## config.mk

```make
export PLATFORM = sky130hd
export DESIGN_NAME = meta_port_arbiter
export DESIGN_NICKNAME = d
export VERILOG_FILES = /design/src/rtl/meta_port_arbiter.sv
export SDC_FILE = /design/constraint.sdc
export NUM_CORES = 1
export LEC_CHECK = 0
export CORE_AREA = 2 2 129 131
export CTS_CLUSTER_DIAMETER = 150
export DETAILED_ROUTE_END_ITERATION = 10
export DIE_AREA = 0 0 131 133
export HOLD_SLACK_MARGIN = 0.02
export PLACE_DENSITY_LB_ADDON = 0.1
export SLEW_MARGIN = 20
export SYNTH_ARGS = -nofsm -noshare
export SYNTH_HDL_FRONTEND = slang
export SYNTH_SLANG_ARGS = --single-unit
```

## constraint.sdc

```tcl
create_clock -name clk -period 2.7 [get_ports clk]
set_input_delay 0.54 -clock clk [delete_from_list [all_inputs] [get_ports clk]]
set_output_delay 0.54 -clock clk [all_outputs]
set_load 0.02 [all_outputs]
```

## src/rtl/meta_port_arbiter.sv

```systemverilog
// Round-robin arbiter sharing one single-port metadata SRAM between DMA, SCH and CSR ports.
// Optional per-port grant/stall counters are compiled in with META_ARB_PERF_EN.
module meta_port_arbiter #(
    parameter int ADDR_W = 32,
    parameter int DATA_W = 32,
    parameter int RD_LAT = 1
) (
    input  logic              clk,
    input  logic              rst_n,
    input  logic              abort,
    input  logic              dma_req,
    input  logic              dma_lock,
    input  logic [ADDR_W-1:0] dma_addr,
    input  logic [DATA_W-1:0] dma_wdata,
    output logic              dma_gnt,
    input  logic              sch_req,
    input  logic [ADDR_W-1:0] sch_addr,
    output logic              sch_gnt,
    output logic [DATA_W-1:0] sch_rdata,
    output logic              sch_rvalid,
    input  logic              csr_req,
    input  logic              csr_we,
    input  logic [ADDR_W-1:0] csr_addr,
    input  logic [DATA_W-1:0] csr_wdata,
    output logic              csr_gnt,
    output logic [DATA_W-1:0] csr_rdata,
    output logic              csr_rvalid,
    output logic              mem_en,
    output logic              mem_we,
    output logic [ADDR_W-1:0] mem_addr,
    output logic [DATA_W-1:0] mem_wdata,
    input  logic [DATA_W-1:0] mem_rdata,
    output logic              busy
`ifdef META_ARB_PERF_EN
    ,
    output logic [31:0]       perf_dma_cnt,
    output logic [31:0]       perf_sch_cnt,
    output logic [31:0]       perf_csr_cnt,
    output logic [31:0]       perf_stall_cnt
`endif
);

    typedef enum logic {
        ARB_RR   = 1'b0,
        ARB_LOCK = 1'b1
    } arb_state_e;

    arb_state_e        state_q, state_d;
    logic [1:0]        rr_ptr_q, rr_ptr_d;
    logic [2:0]        req, gnt;
    logic              lock_hold;

    logic              mem_en_q, mem_we_q, mem_we_d;
    logic [ADDR_W-1:0] mem_addr_q, mem_addr_d;
    logic [DATA_W-1:0] mem_wdata_q, mem_wdata_d;

    // Stage 0 coincides with the mem_en cycle; stage RD_LAT is the return cycle.
    logic [RD_LAT:0]   rd_vld_q, rd_vld_d;
    logic [RD_LAT:0]   rd_own_q, rd_own_d;
    logic              rd_issue;

    logic [DATA_W-1:0] sch_rdata_q, csr_rdata_q;

    assign req       = {csr_req, sch_req, dma_req};
    assign lock_hold = (state_q == ARB_LOCK) && dma_lock;

    always_comb begin
        gnt = 3'b000;
        if (rst_n && !abort) begin
            if (lock_hold) begin
                gnt[0] = dma_req;
            end else begin
                case (rr_ptr_q)
                    2'd0: begin
                        if (req[0])      gnt = 3'b001;
                        else if (req[1]) gnt = 3'b010;
                        else if (req[2]) gnt = 3'b100;
                    end
                    2'd1: begin
                        if (req[1])      gnt = 3'b010;
                        else if (req[2]) gnt = 3'b100;
                        else if (req[0]) gnt = 3'b001;
                    end
                    default: begin
                        if (req[2])      gnt = 3'b100;
                        else if (req[0]) gnt = 3'b001;
                        else if (req[1]) gnt = 3'b010;
                    end
                endcase
            end
        end
    end

    assign dma_gnt = gnt[0];
    assign sch_gnt = gnt[1];
    assign csr_gnt = gnt[2];

    always_comb begin
        rr_ptr_d = rr_ptr_q;
        if (gnt[0])      rr_ptr_d = 2'd1;
        else if (gnt[1]) rr_ptr_d = 2'd2;
        else if (gnt[2]) rr_ptr_d = 2'd0;
    end

    always_comb begin
        state_d = state_q;
        if (abort)                                  state_d = ARB_RR;
        else if (gnt[0] && dma_lock)                state_d = ARB_LOCK;
        else if (state_q == ARB_LOCK && !dma_lock)  state_d = ARB_RR;
    end

    always_comb begin
        mem_we_d    = gnt[0] | (gnt[2] & csr_we);
        mem_addr_d  = csr_addr;
        mem_wdata_d = csr_wdata;
        if (gnt[0]) begin
            mem_addr_d  = dma_addr;
            mem_wdata_d = dma_wdata;
        end else if (gnt[1]) begin
            mem_addr_d  = sch_addr;
            mem_wdata_d = '0;
        end
    end

    always_ff @(posedge clk or negedge rst_n) begin
        if (!rst_n) begin
            state_q     <= ARB_RR;
            rr_ptr_q    <= 2'd0;
            mem_en_q    <= 1'b0;
            mem_we_q    <= 1'b0;
            mem_addr_q  <= '0;
            mem_wdata_q <= '0;
        end else begin
            state_q  <= state_d;
            rr_ptr_q <= rr_ptr_d;
            mem_en_q <= |gnt;
            if (|gnt) begin
                mem_we_q    <= mem_we_d;
                mem_addr_q  <= mem_addr_d;
                mem_wdata_q <= mem_wdata_d;
            end
        end
    end

    assign mem_en    = mem_en_q;
    assign mem_we    = mem_we_q;
    assign mem_addr  = mem_addr_q;
    assign mem_wdata = mem_wdata_q;

    assign rd_issue = gnt[1] | (gnt[2] & ~csr_we);

    always_comb begin
        rd_vld_d = {rd_vld_q[RD_LAT-1:0], rd_issue};
        rd_own_d = {rd_own_q[RD_LAT-1:0], gnt[2]};
        if (abort) rd_vld_d = '0;
    end

    always_ff @(posedge clk or negedge rst_n) begin
        if (!rst_n) begin
            rd_vld_q    <= '0;
            rd_own_q    <= '0;
            sch_rdata_q <= '0;
            csr_rdata_q <= '0;
        end else begin
            rd_vld_q <= rd_vld_d;
            rd_own_q <= rd_own_d;
            if (sch_rvalid) sch_rdata_q <= mem_rdata;
            if (csr_rvalid) csr_rdata_q <= mem_rdata;
        end
    end

    // Return data is passed through in the return cycle and held afterwards.
    assign sch_rvalid = rd_vld_q[RD_LAT] & ~rd_own_q[RD_LAT];
    assign csr_rvalid = rd_vld_q[RD_LAT] &  rd_own_q[RD_LAT];
    assign sch_rdata  = sch_rvalid ? mem_rdata : sch_rdata_q;
    assign csr_rdata  = csr_rvalid ? mem_rdata : csr_rdata_q;
    assign busy       = |rd_vld_q;

`ifdef META_ARB_PERF_EN
    logic [31:0] perf_dma_q, perf_sch_q, perf_csr_q, perf_stall_q;

    always_ff @(posedge clk or negedge rst_n) begin
        if (!rst_n) begin
            perf_dma_q   <= '0;
            perf_sch_q   <= '0;
            perf_csr_q   <= '0;
            perf_stall_q <= '0;
        end else begin
            if (gnt[0])                perf_dma_q   <= perf_dma_q + 32'd1;
            if (gnt[1])                perf_sch_q   <= perf_sch_q + 32'd1;
            if (gnt[2])                perf_csr_q   <= perf_csr_q + 32'd1;
            if ((|req) && !(|gnt))     perf_stall_q <= perf_stall_q + 32'd1;
        end
    end

    assign perf_dma_cnt   = perf_dma_q;
    assign perf_sch_cnt   = perf_sch_q;
    assign perf_csr_cnt   = perf_csr_q;
    assign perf_stall_cnt = perf_stall_q;
`endif

endmodule
```

# Word level (Yosys, flattened, before mapping)
# Index checks and enable logic that the tools add are counted.
dict set report totals {
  in_bits 200
  out_inout_bits 136
  elab_cells 56
  register_bits 137
}
dict set report op_classes {
  n_mux 26
  eq_ne 1
  reduce_logical 11
  bitwise_logic 8
}
# op count
set ops {}
lappend ops {{two-way mux 32 bit} 6}
lappend ops {{two-way mux 3 bit} 8}
lappend ops {{two-way mux 2 bit} 6}
lappend ops {{one-hot mux 3 bit (2 select lines)} 1}
lappend ops {{nonzero test 3 bit} 2}
lappend ops {{two-way mux 1 bit} 5}
lappend ops {{AND 1 bit} 4}
lappend ops {{logical AND 1 bit} 4}
lappend ops {{OR reduction 3 bit} 1}
lappend ops {{== test 2 x 1 -> 1 bit, second input constant} 1}
lappend ops {{logical NOT 1 bit} 2}
lappend ops {{logical NOT 2 bit} 1}
lappend ops {{inverter 1 bit} 2}
lappend ops {{OR 1 bit} 2}
lappend ops {{OR reduction 2 bit} 1}

# Longest topological paths before layout
# Gate-level depths: netlist of the first run.
dict set report depth {
  word_depth 9
  depth_mapped 8
  ltp_nobuf 6
}

# Worst setup path before layout of the first run
# No wires, ideal clock.
dict set report synth_timing {
  path_type {input port to output port}
  start {input port rst_n}
  end {output port csr_gnt}
  t_arrival_ps 1501
  cell_stages 6
  required_time_ps 2160
  setup_slack_ps 659
  n_path_buf 2
  cell_sequence {nor2b_4 > nand3_1 > or2_1 > buf_6 > buf_2 > inv_1}
}
dict set report synth_via {
  elab_chain_cells 2
}
# item line_no
set synth_rtl {}
lappend synth_rtl {{start: declaration} 9} ;# input logic rst_n,
lappend synth_rtl {{logical AND 1 bit} 69} ;# if (rst_n && !abort) begin
lappend synth_rtl {{two-way mux 3 bit} 69}
lappend synth_rtl {{end: declaration} 25} ;# output logic csr_gnt,
# Every way passes these cells.

# Final worst setup path of the first run
dict set report layout_timing {
  start {register rd_own_q[1]}
  end {output port sch_rdata[30]}
}
dict set report layout_via {
  elab_chain_cells 3
}
# item line_no
set layout_rtl {}
lappend layout_rtl {{start: declaration} 59} ;# logic [RD_LAT:0] rd_own_q, rd_own_d;
lappend layout_rtl {{start signal: assignment} 166} ;# rd_own_q <= rd_own_d;
lappend layout_rtl {{inverter 1 bit} 173} ;# assign sch_rvalid = rd_vld_q[RD_LAT] & ~rd_own_q[RD_LAT];
lappend layout_rtl {{AND 1 bit} 173}
lappend layout_rtl {{two-way mux 32 bit} n/a}
lappend layout_rtl {{end: declaration} 19} ;# output logic [DATA_W-1:0] sch_rdata,
# Every way passes these cells.

==> flow_summary.yaml, run 1 <==
worst_setup_path:
  reg2regPathDepth: 7
  cp_max_fo: 25
  cp-end-kind: "output pin"
  path_cells: "nor2b_4, buf_12, mux2_2, clkdlybuf4s50_1"
  cp_top_family: "buffers and inverters"
  critPathSlowestCell: "clkdlybuf4s50_1"
  cp.depth: 4
  crit_type: "reg2out"
  required_ns: 2.16
  max_stage_delay_ns: 0.54
  path_buf_inv: 2
  crit_start: "rd_own_q[1]"
  startpoint_type: "flop"
  worstPathArrival_ns: 2.09
  reg2reg_from: "rr_ptr_q[0]"
grt:
  grt_overflow: 0
  first_global_vias: 5528
  track_usage_pct: 22.1
  antenna_found_initial: 0
  grt_max_degree: 82
  grt_pass1_wl_um: 29400
sta:
  skew_ns: 0.00699
  hold_viol: 0
  worst_pin_slew_ns: 0.966
  fin_crit_ns: 2.63
  rsz0062_at_grt: "false"
  slew_headroom_pct: 35.6
  period_share_pct: 97.4
  slew_violations: 0
  setup_viol: 0
  max_freq_ghz: 0.380
  tns_ns: 0
  setup_ws_ns: 0.0708
layout:
  n_antenna_cell: 0
  final_cell_mix: "296 x clkdlybuf4s50_1, 137 x dfrtp_1, 64 x mux2_2"
  syn_to_final_growth_pct: 72.7
  final_core_util_pct: 63.1
  fin_nets: 1004
  layout-drive-gt1-share_pct: 15.3
  final_common_cell: "clkdlybuf4s50_1"
status:
  outcome: "finished, final reports clean"
placement:
  port_buffers: 335
  gp_congestion: 0.829
  dp_hpwl_um: 14100
  pre_cts_ws_ns: -0.108
clock_tree:
  cts.htree.levels: 4
  clock_latency_ns: 0.41
  cts_tree: "yes"
  clkSlewWorstSetupHoldPaths_ns: 0.06
  clockRootBuffer: "clkbuf_16"
  cts.sinks: 137
  ctsLongestPathBuffers: 2
  cts_made_buffers: 17
  post_cts_buffers: 0
worst_hold_path:
  hp-class: "in2async"
detailed_routing:
  drt-initial-drc-count: 193
  routed_wl_um: 19500
  wl_per_cell_um: 18.9
  viasPerCell: 5.01
  dr.pass1.iters: 4
  route.detailed.drc: 0
  vias: 5189
  antenna_left: 0
power_and_ir_drop:
  power_mw: 9.57
  p_leak_nw: 4.66
  p_per_area_nw_per_um2: 938
  irDropWorstVdd_mv: 0.553
yosys:
  synth-seq-cells: 137
  synth_seq_area_share_pct: 58.0
  synth_nets: 663
  synth_warnings: 0
  netlist_instances: 463
  avgSynthCellArea_um2: 12.8
  netlist_area_um2: 5910
  netlist-cell-type-count: 31
floorplanning:
  coreArea_um2: 16200
  start_util_pct: 36.5
  die_width_um: 131
  die_h_um: 133
  io_pins: 336
  rows: 47
  die_area_um2: 17400
run:
  drv_cap: 0
## routing by layer
metal,wire [um],track usage (%),vias to the layer above
met2,10000,37.6,237
met1,7280,25.0,2552
li1,-,-,2364
met5,0,0,-
met3,1650,7.52,36
met4,560,9.46,0
## logic make-up after synthesis
logic type             count (synthesis)  synth area share (%)
buffers and inverters                 40                  4.59
AND/OR/NAND/NOR                       53                  4.11
AO/OA/AOI/OAI                        137                  15.7
flip-flops                           137                  58.0
multiplexers                          96                  17.6
## path summary, 6_finish.rpt
check / end / slack, ns
max: sch_rdata[30] / 0.07
min: rr_ptr_q[1] / 0.27
max reg2reg: mem_addr[29] / 0.49
min reg2reg: rd_own_q[1] / 0.36
max in group asynchronous: sch_rdata_q[22] / 1.24
min in group clk: rd_own_q[1] / 0.36
## cells in the mapped netlist (all sizes together)
| library cell | count | area [um^2] |
|---|---|---|
| buf | 29 | 225 |
| and2 | 1 | 6.26 |
| or2 | 2 | 12.5 |
| nand2 | 40 | 158 |
| a22oi | 32 | 240 |
| nand3 | 3 | 15.0 |
| o221ai | 1 | 8.76 |
| clkbuf | 5 | 21.3 |
| a2bb2oi | 32 | 280 |
| dfrtp | 137 | 3430 |
| o21ai | 66 | 330 |
| o2111ai | 1 | 26.3 |
| mux2i | 32 | 320 |
| a21boi | 2 | 15.0 |
| inv | 6 | 25.0 |
| nand2b | 2 | 12.5 |
| mux2 | 64 | 721 |
| nor2b | 5 | 38.8 |
| a21oi | 3 | 26.3 |
## power breakdown
group          total, mW  switching [mW]  leakage [nW]  internal (mW)
logic               3.95            1.90          2.71           2.06
clock network       2.49           0.874         0.305           1.62
registers           3.13           0.346          1.65           2.79
## metrics by stage
| step | std cells | hold slack, ns | instance area [um^2] |
|---|---|---|---|
| 4_1_cts | 1035 | 0.285 | 10100 |
| 6_report | 1035 | 0.273 | 10200 |
| 3_5_place_dp | 1005 | 0.345 | 9490 |
| 2_1_floorplan | 463 | 0.244 | 5910 |
| 3_3_place_gp | 1005 | 0.334 | 9490 |
| 5_1_grt | 1035 | 0.329 | 10200 |
## registers in the layout, summed over array words and instances, names as in the netlist
signal,cells
rd_own_q,2
mem_en,1
sch_rdata_q,32
mem_wdata,32
rr_ptr_q,2
mem_addr,32
mem_we,1
rd_vld_q,2
state_q,1
csr_rdata_q,32
## final cells by class
class | count | area [um^2]
inverter | 6 | 25.0
clock inverter | 10 | 166
clock buffer | 20 | 467
multi-input combinational | 286 | 2220
sequential | 137 | 3430
tap | 220 | 275
fill | 1333 | 5960
timing repair buffer | 356 | 3620
## repair_timing
action | in CTS | in global routing
endpoints found under the setup margin | 3 | 35
resized for setup | 3 | 35
hold buffers | 0 | 0
No activity file was read; power rests on OpenSTA's default activity.
==> inputs of run 2 (changes only) <==
--- a/config.mk
+++ b/config.mk
@@ -6,7 +6,7 @@
 export NUM_CORES = 1
 export LEC_CHECK = 0
 export CORE_AREA = 2 2 129 131
-export CTS_CLUSTER_DIAMETER = 150
+export CTS_CLUSTER_DIAMETER = 60
 export DETAILED_ROUTE_END_ITERATION = 10
 export DIE_AREA = 0 0 131 133
 export HOLD_SLACK_MARGIN = 0.02
==> results of run 2 <==
No change in the layout: final DEF, timing and power equal those of run 1.
